File: src/rtl/dmem_arbiter_if.sv
// Bundle between dmem_arbiter, its requesters and the shared data memory.
// The master side is the world around the arbiter: requesters plus the memory read data.
interface dmem_arbiter_if #(
  parameter int unsigned N_REQ  = 2,
  parameter int unsigned ADDR_W = 8,
  parameter int unsigned DATA_W = 8
);
  localparam int unsigned ID_W = (N_REQ > 1) ? $clog2(N_REQ) : 1;

  logic [N_REQ-1:0]        req_valid;
  logic [N_REQ-1:0]        req_ready;
  logic [N_REQ-1:0]        req_we;
  logic [N_REQ*ADDR_W-1:0] req_addr;
  logic [N_REQ*DATA_W-1:0] req_wdata;

  logic                    rsp_valid;
  logic [ID_W-1:0]         rsp_id;
  logic [DATA_W-1:0]       rsp_rdata;

  logic                    mem_wen;
  logic [ADDR_W-1:0]       mem_addr;
  logic [DATA_W-1:0]       mem_wdata;
  logic [DATA_W-1:0]       mem_rdata;

  modport master (
    output req_valid, req_we, req_addr, req_wdata, mem_rdata,
    input  req_ready, rsp_valid, rsp_id, rsp_rdata, mem_wen, mem_addr, mem_wdata
  );

  modport slave (
    input  req_valid, req_we, req_addr, req_wdata, mem_rdata,
    output req_ready, rsp_valid, rsp_id, rsp_rdata, mem_wen, mem_addr, mem_wdata
  );
endinterface

File: src/rtl/dmem_arbiter.sv
// Round-robin arbiter and one-stage command sequencer for the shared 8-bit data memory.
// Optional per-requester grant/wait counters are built when DMEM_ARB_STATS_EN is defined.
module dmem_arbiter #(
  parameter int unsigned N_REQ  = 2,
  parameter int unsigned ADDR_W = 8,
  parameter int unsigned DATA_W = 8
) (
  input  logic                  clk,
  input  logic                  reset,
  dmem_arbiter_if.slave         bus
`ifdef DMEM_ARB_STATS_EN
  ,
  output logic [N_REQ*16-1:0]   stat_grants,
  output logic [N_REQ*16-1:0]   stat_waits
`endif
);
  localparam int unsigned ID_W = (N_REQ > 1) ? $clog2(N_REQ) : 1;
  localparam logic [ID_W:0] N_REQ_L = (ID_W+1)'(N_REQ);

  logic [ID_W-1:0]    r_rr_ptr;
  logic               r_cmd_valid;
  logic               r_cmd_we;
  logic [ADDR_W-1:0]  r_cmd_addr;
  logic [DATA_W-1:0]  r_cmd_wdata;
  logic [ID_W-1:0]    r_cmd_id;
  logic               r_rsp_valid;
  logic [ID_W-1:0]    r_rsp_id;
  logic [DATA_W-1:0]  r_rsp_rdata;

  logic [2*N_REQ-1:0] w_rot;
  logic               w_any;
  logic [ID_W:0]      w_sum;
  logic [ID_W-1:0]    w_grant_id;
  logic [ID_W-1:0]    w_next_ptr;
  logic [N_REQ-1:0]   w_grant;
  logic               w_sel_we;
  logic [ADDR_W-1:0]  w_sel_addr;
  logic [DATA_W-1:0]  w_sel_wdata;

  // Rotate valids so bit 0 is the requester at rr_ptr; the lowest set bit then wins.
  assign w_rot = {bus.req_valid, bus.req_valid} >> r_rr_ptr;

  always_comb begin
    w_any = 1'b0;
    w_sum = '0;
    for (int j = 0; j < N_REQ; j++) begin
      if (!w_any && w_rot[j]) begin
        w_any = 1'b1;
        w_sum = {1'b0, r_rr_ptr} + (ID_W+1)'(j);
      end
    end
    if (reset) begin
      w_any = 1'b0;
    end
    w_grant_id = (w_sum >= N_REQ_L) ? ID_W'(w_sum - N_REQ_L) : ID_W'(w_sum);
    w_next_ptr = (w_grant_id == ID_W'(N_REQ - 1)) ? '0 : w_grant_id + 1'b1;
  end

  always_comb begin
    w_grant     = '0;
    w_sel_we    = 1'b0;
    w_sel_addr  = '0;
    w_sel_wdata = '0;
    for (int i = 0; i < N_REQ; i++) begin
      if (w_grant_id == ID_W'(i)) begin
        w_grant[i]  = w_any;
        w_sel_we    = bus.req_we[i];
        w_sel_addr  = bus.req_addr[i*ADDR_W +: ADDR_W];
        w_sel_wdata = bus.req_wdata[i*DATA_W +: DATA_W];
      end
    end
  end

  always_ff @(posedge clk) begin
    if (reset) begin
      r_rr_ptr    <= '0;
      r_cmd_valid <= 1'b0;
      r_cmd_we    <= 1'b0;
      r_cmd_addr  <= '0;
      r_cmd_wdata <= '0;
      r_cmd_id    <= '0;
      r_rsp_valid <= 1'b0;
      r_rsp_id    <= '0;
      r_rsp_rdata <= '0;
    end else begin
      r_cmd_valid <= w_any;
      if (w_any) begin
        r_rr_ptr    <= w_next_ptr;
        r_cmd_we    <= w_sel_we;
        r_cmd_addr  <= w_sel_addr;
        r_cmd_wdata <= w_sel_wdata;
        r_cmd_id    <= w_grant_id;
      end
      r_rsp_valid <= r_cmd_valid & ~r_cmd_we;
      if (r_cmd_valid && !r_cmd_we) begin
        r_rsp_id    <= r_cmd_id;
        r_rsp_rdata <= bus.mem_rdata;
      end
    end
  end

  assign bus.req_ready = w_grant;
  // Masking with reset keeps a dropped in-flight write from committing on the reset edge.
  assign bus.mem_wen   = r_cmd_valid & r_cmd_we & ~reset;
  assign bus.mem_addr  = r_cmd_addr;
  assign bus.mem_wdata = r_cmd_wdata;
  assign bus.rsp_valid = r_rsp_valid;
  assign bus.rsp_id    = r_rsp_id;
  assign bus.rsp_rdata = r_rsp_rdata;

`ifdef DMEM_ARB_STATS_EN
  logic [N_REQ-1:0][15:0] r_grants;
  logic [N_REQ-1:0][15:0] r_waits;

  always_ff @(posedge clk) begin
    if (reset) begin
      r_grants <= '0;
      r_waits  <= '0;
    end else begin
      for (int i = 0; i < N_REQ; i++) begin
        if (w_grant[i] && (r_grants[i] != 16'hFFFF)) begin
          r_grants[i] <= r_grants[i] + 16'd1;
        end
        if (bus.req_valid[i] && !w_grant[i] && (r_waits[i] != 16'hFFFF)) begin
          r_waits[i] <= r_waits[i] + 16'd1;
        end
      end
    end
  end

  assign stat_grants = r_grants;
  assign stat_waits  = r_waits;
`endif
endmodule

File: src/flat_wrapper.sv
// flat-port wrapper written by rule: the top's interface ports become plain ports
module dmem_arbiter_flat 
#(
  parameter int unsigned N_REQ  = 2,
  parameter int unsigned ADDR_W = 8,
  parameter int unsigned DATA_W = 8
)
  (clk, reset, bus_req_valid, bus_req_we, bus_req_addr, bus_req_wdata, bus_mem_rdata, bus_req_ready, bus_rsp_valid, bus_rsp_id, bus_rsp_rdata, bus_mem_wen, bus_mem_addr, bus_mem_wdata);
  dmem_arbiter_if #(.N_REQ(N_REQ), .ADDR_W(ADDR_W), .DATA_W(DATA_W)) bus_i ();
  input  logic clk;
  input  logic reset;
  input wire logic [$bits(bus_i.req_valid)-1:0] bus_req_valid;
  input wire logic [$bits(bus_i.req_we)-1:0] bus_req_we;
  input wire logic [$bits(bus_i.req_addr)-1:0] bus_req_addr;
  input wire logic [$bits(bus_i.req_wdata)-1:0] bus_req_wdata;
  input wire logic [$bits(bus_i.mem_rdata)-1:0] bus_mem_rdata;
  output wire logic [$bits(bus_i.req_ready)-1:0] bus_req_ready;
  output wire logic [$bits(bus_i.rsp_valid)-1:0] bus_rsp_valid;
  output wire logic [$bits(bus_i.rsp_id)-1:0] bus_rsp_id;
  output wire logic [$bits(bus_i.rsp_rdata)-1:0] bus_rsp_rdata;
  output wire logic [$bits(bus_i.mem_wen)-1:0] bus_mem_wen;
  output wire logic [$bits(bus_i.mem_addr)-1:0] bus_mem_addr;
  output wire logic [$bits(bus_i.mem_wdata)-1:0] bus_mem_wdata;
  assign bus_i.req_valid = bus_req_valid;
  assign bus_i.req_we = bus_req_we;
  assign bus_i.req_addr = bus_req_addr;
  assign bus_i.req_wdata = bus_req_wdata;
  assign bus_i.mem_rdata = bus_mem_rdata;
  assign bus_req_ready = bus_i.req_ready;
  assign bus_rsp_valid = bus_i.rsp_valid;
  assign bus_rsp_id = bus_i.rsp_id;
  assign bus_rsp_rdata = bus_i.rsp_rdata;
  assign bus_mem_wen = bus_i.mem_wen;
  assign bus_mem_addr = bus_i.mem_addr;
  assign bus_mem_wdata = bus_i.mem_wdata;
  dmem_arbiter #(.N_REQ(N_REQ), .ADDR_W(ADDR_W), .DATA_W(DATA_W)) u_core (.clk(clk), .reset(reset), .bus(bus_i));
endmodule
File: config.mk
export PLATFORM = sky130hd
export DESIGN_NAME = dmem_arbiter_flat
export DESIGN_NICKNAME = d
export VERILOG_FILES = /design/src/rtl/dmem_arbiter_if.sv /design/src/rtl/dmem_arbiter.sv /design/src/flat_wrapper.sv
export SDC_FILE = /design/constraint.sdc
export NUM_CORES = 1
export LEC_CHECK = 0
export ABC_AREA = 1
export BUFFER_PORTS_ARGS = -buffer_cell sky130_fd_sc_hd__buf_2
export CAP_MARGIN = 15
export CORE_MARGIN = 2
export CORE_UTILIZATION = 44
export CTS_CLUSTER_SIZE = 25
export DETAILED_ROUTE_END_ITERATION = 16
export HOLD_SLACK_MARGIN = 0.03
export PLACE_DENSITY = 0.88
export SYNTH_ARGS = -nofsm -noshare
export SYNTH_HDL_FRONTEND = slang
export SYNTH_SLANG_ARGS = --single-unit
File: constraint.sdc
create_clock -name clk -period 1.3 [get_ports clk]
set_clock_uncertainty 0.05 [all_clocks]
set_input_delay 0.26 -clock clk [delete_from_list [all_inputs] [get_ports clk]]
set_output_delay 0.26 -clock clk [all_outputs]
set_load 0.02 [all_outputs]
### Word-level counts from Yosys, hierarchy flattened

Index checks and enable logic that the tools add are counted.

* flip-flop bits (word level): 30
* input bits: 46
* output and inout bits: 29
* word-level logic and storage cells: 35

* add/subtract/negate cells: 3
* $lt $le $gt $ge: 1
* shift-type cells: 1
* muxes and demuxes: 12
* bitwise gates (word level): 5
* reductions and logical operators: 4

Operator list (number)
* two-way mux 8 bit: 2
* two-way mux 1 bit: 9
* >> shifter 4 x 1 -> 2 bit: 1
* AND 1 bit: 3
* adder 1 x 1 -> 2 bit, second input constant: 1
* greater-or-equal comparator 2 bit, second input constant: 1
* logical AND 1 bit: 2
* logical NOT 1 bit: 2
* two-way mux 2 bit: 1
* inverter 1 bit: 2
* adder 1 bit, second input constant: 1
* subtractor 1 bit, second input constant: 1

### Logic depth before layout (Yosys ltp)

* word-level depth: 9
* mapped depth: 8
* depth with buffers taken out: 7

### Worst setup path before layout

No wires, ideal clock.

* path kind: input-to-output
* start: in reset
* end: out bus_req_ready[1]
* arrival time: 1.002 ns
* data required time: 0.990 ns
* slack: -0.012 ns
* stages: 6
* buffers on the path: 3
* cell sequence: buf_2 inv_2 buf_4 buf_2 nand2_1 inv_1

* word-level cells in the longest chain between the ends: 2

RTL lines
* from (decl): RTL line flat_wrapper.sv:11 `input logic reset;`
* two-way mux 1 bit: RTL line dmem_arbiter.sv:52 `if (reset) begin`
* two-way mux 1 bit: RTL line dmem_arbiter.sv:65 `if (w_grant_id == ID_W'(i)) begin`
* to (decl): RTL line flat_wrapper.sv:17 `output wire logic [$bits(bus_i.req_ready)-1:0] bus_req_ready;`

Every way passes these cells.

### Final worst setup path

* start: reg u_core.r_rr_ptr
* end: out bus_req_ready[1]

* word-level cells in the longest chain between the ends: 8
* elaborated cells between the ends (all ways): 13
* those cells by class: 2 x add/sub; 1 x order compare; 1 x shift; 7 x mux; 2 x reduce/logical

RTL lines
* from (decl): RTL line dmem_arbiter.sv:20 `logic [ID_W-1:0] r_rr_ptr;`
* from (signal assigned): RTL line dmem_arbiter.sv:88 `r_rr_ptr <= w_next_ptr;`
* >> shifter 4 x 1 -> 2 bit: RTL line dmem_arbiter.sv:41 `assign w_rot = {bus.req_valid, bus.req_valid} >> r_rr_ptr;`
* two-way mux 1 bit: RTL line dmem_arbiter.sv:47 `if (!w_any && w_rot[j]) begin`
* logical NOT 1 bit: RTL line dmem_arbiter.sv:47
* logical AND 1 bit: RTL line dmem_arbiter.sv:47
* two-way mux 2 bit: RTL line dmem_arbiter.sv:47
* greater-or-equal comparator 2 bit / subtractor 1 bit (equally long branches): RTL line dmem_arbiter.sv:55 `w_grant_id = (w_sum >= N_REQ_L) ? ID_W'(w_sum - N_REQ_L) : ID_W'(w_sum);`
* two-way mux 1 bit: RTL line dmem_arbiter.sv:55
* two-way mux 1 bit (*): RTL line dmem_arbiter.sv:65

Mark *: on every way between the ends. The rest lies on a longest branch, timed or not.

==> reports/results.txt <==
result of the run: complete, but fails checks
failing checks: setup timing
number of DRC markers after the initial detailed-route iteration: 37
Seq/Total Area, Yosys: 0.4396
clock root buffer master: sky130_fd_sc_hd__clkbuf_4
Power Density: 1075 nW/um2
count of unresolved DRC violations after routing: 0
final hold violation count: 0
x dimension of the die: 59.73 um
maximum number of pins on one net before global-route repair: 18
Cell Rows: 20
fraction of layout instances using a drive strength above 1: 0.3980
Mapped Cells: 205
antenna violations before repair: 0
Hold Path Class: input port to flop
TritonCTS Buffers: 5
commonest non-fill, non-tap cell in the layout: sky130_fd_sc_hd__buf_2
effective utilization at floorplan: 0.4550
total setup violations reported at the end of the flow: 3
number of vias after detailed routing: 1606
number of maximum-capacitance violations: 0
post-route antenna net violation count: 0
HPWL after detailed placement: 2631 um
max_slew headroom: 0.5621
worst-skew pair later-pin latency: 0.33 ns
net count reported at finish: 344
gpl congestion: 0.7982
global-route wire length before repair: 6147 um
dominant cells by area after synthesis: sky130_fd_sc_hd__dfxtp_1, sky130_fd_sc_hd__nor2_1, sky130_fd_sc_hd__nand2_1, sky130_fd_sc_hd__nand4_1, sky130_fd_sc_hd__inv_1
Die ar.: 3567 um2
final worst-path cycle share: 1.122
Peak VDD IR: 0.9307 mV
total standard cell area after synthesis: 1366 um2
cell accounting for the most synthesized area: sky130_fd_sc_hd__dfxtp_1
Static Leakage: 0.001160 uW
count of cell types in the netlist: 19
CTS Sinks: 30
CTS Buffer Depth: 2
Global Route Usage Sum: 0.2296
average instance area after synthesis: 6.665 um2
Core Box Area: 3003 um2
Critical Path Slowest Stage Cell: sky130_fd_sc_hd__dfxtp_2
Critical Path Fanout Max: 4
maximum clock rate: 0.6857 GHz
clock-pin slew on the worst setup and hold paths: 0.10 ns
unrepaired setup endpoints after global routing: true
area share of the largest cell type after synthesis: 0.4396
required time of the critical path: 0.99 ns
class of the most critical setup path: flop to primary output
type of element launching the critical path: flop
Final Power: 2144 uW
area overhead of the layout relative to synthesis: 45.97%
total iterations of the first detailed-routing run: 4
routed via count divided by cell count: 4.837
wire length per cell: 11.98 um
Worst EP arrival: 1.15 ns
hold buffer count at CTS: 0
clock tree from TritonCTS: done
total gr overflow: 0
IO Port Bufs: 74
final critical path time including I/O delays and setup: 1.458 ns
post-route worst setup slack: -0.1584 ns
cell-by-cell trace of the critical path: inv_2, nand2_4, nand2_4, inv_4, nand2_4, inv_2, buf_6
number of flip-flops and latches in the synthesized netlist: 30
Worst Tran Pin Value: 0.6568 ns
Die Span Y: 59.73 um
Boundary Pins: 75
post-route core utilization: 0.6642
commonest cells after routing, fill and taps aside: sky130_fd_sc_hd__buf_2, sky130_fd_sc_hd__nor2_1, sky130_fd_sc_hd__nand2_1
ANT cells: 0
final max-slew violation count: 0
vias in the first global route: 1461
post-synth net total: 251
Largest stage delay, worst path: 0.34 ns
deepest level of the CTS H-tree: 2
Detailed Route WL: 3976 um
kind of end point of the critical path: primary output
cell repeated most along the worst path: sky130_fd_sc_hd__nand2_4
Ys Warns: 0
[stage by stage]
step | std cells | hold slack, ns | instance area [um2] | setup WS [ns] | TNS [ns]
after global routing | 332 | 0.1053 | 1994 | -0.2038 | -0.5188
after detailed placement | 315 | 0.4309 | 1815 | -0.09518 | -0.8714
after CTS | 329 | 0.1028 | 1951 | -0.1460 | -0.2830
after global placement | 315 | 0.4077 | 1815 | -0.01311 | -0.05569
after floorplan | 205 | 0.3449 | 1366 | 0.02300 | 0
final | 332 | 0.1060 | 1994 | -0.1584 | -0.3260
[cells in the mapped netlist]
| library cell | n |
|---|---|
| sky130_fd_sc_hd__a21oi_1 | 1 |
| sky130_fd_sc_hd__nor2_4 | 1 |
| sky130_fd_sc_hd__nand2_1 | 36 |
| sky130_fd_sc_hd__nor2_2 | 2 |
| sky130_fd_sc_hd__inv_2 | 1 |
| sky130_fd_sc_hd__o21ai_0 | 10 |
| sky130_fd_sc_hd__clkbuf_1 | 1 |
| sky130_fd_sc_hd__nor3_1 | 1 |
| sky130_fd_sc_hd__nand3_1 | 9 |
| sky130_fd_sc_hd__buf_4 | 2 |
| sky130_fd_sc_hd__inv_1 | 23 |
| sky130_fd_sc_hd__nand2_2 | 3 |
| sky130_fd_sc_hd__o21ai_2 | 1 |
| sky130_fd_sc_hd__clkinv_1 | 1 |
| sky130_fd_sc_hd__nor2_1 | 62 |
| sky130_fd_sc_hd__dfxtp_1 | 30 |
| sky130_fd_sc_hd__buf_6 | 1 |
| sky130_fd_sc_hd__nand4_1 | 14 |
| sky130_fd_sc_hd__buf_2 | 6 |
[cell type report]
type / count / area [um2]
clock buffers: 7 / 55.05
clock inverters: 1 / 5.005
fillers: 238 / 1008
inverters: 25 / 100.1
multi-input cells: 140 / 639.4
flip-flops and latches: 30 / 603.1
well taps: 33 / 41.29
repair buffers: 95 / 543.0
repair inverters: 1 / 7.507
[critical path, delay by kind of cell (launching register included)]
| family | cells | cell delay [ns] |
|---|---|---|
| buffers and inverters | 4 | 0.26 |
| flip-flops | 1 | 0.34 |
| AND/OR/NAND/NOR | 3 | 0.21 |
[flip-flops by register name, summed over array words and instances (netlist names)]
signal / flops
u_core.bus.mem_addr: 8
u_core.bus.mem_wdata: 8
u_core.bus.rsp_rdata: 8
u_core.bus.rsp_id: 1
u_core.bus.rsp_valid: 1
u_core.r_cmd_id: 1
u_core.r_cmd_valid: 1
u_core.r_cmd_we: 1
u_core.r_rr_ptr: 1
[path summary, 6_finish.rpt]
path                         start                      end  slack, ns  depth (start not counted)
hold / removal    bus_mem_rdata[2]  u_core.bus.rsp_rdata[2]       0.11                          3
setup / recovery   u_core.r_rr_ptr         bus_req_ready[1]      -0.16                          7
hold reg to reg    u_core.r_cmd_id        u_core.bus.rsp_id       0.43                          2
setup reg to reg   u_core.r_rr_ptr  u_core.bus.mem_wdata[5]       0.04                          9
[per-layer routing]
metal | vias up | track usage | part of all wire
met5 | - | 0 | 0
met4 | 0 | 0.1016 | 0.029
met3 | 10 | 0.08009 | 0.074
met2 | 69 | 0.3634 | 0.49
met1 | 709 | 0.2803 | 0.41
li1 | 818 | - | -
[cells by family after synthesis]
kind of cell,synth area share
DFF,0.4396
and+or+nand+nor,0.4011
AOI/OAI and AO/OA,0.04670
buffers and inverters,0.1126
[power by group]
group          switching (uW)  leakage [uW]  internal (uW)
clock                     320     0.0000353            262
sequential               32.4      0.000248            989
combinational             319      0.000876            221
[what timing repair did]
| item | in CTS | in global routing |
|---|---|---|
| cloned | 0 | 1 |
| pin swaps | 2 | 1 |
| setup buffers | 6 | 2 |
| gates resized for setup | 13 | 6 |
| endpoints found under the setup margin | 3 | 16 |
No activity file was read; power rests on OpenSTA's default activity.
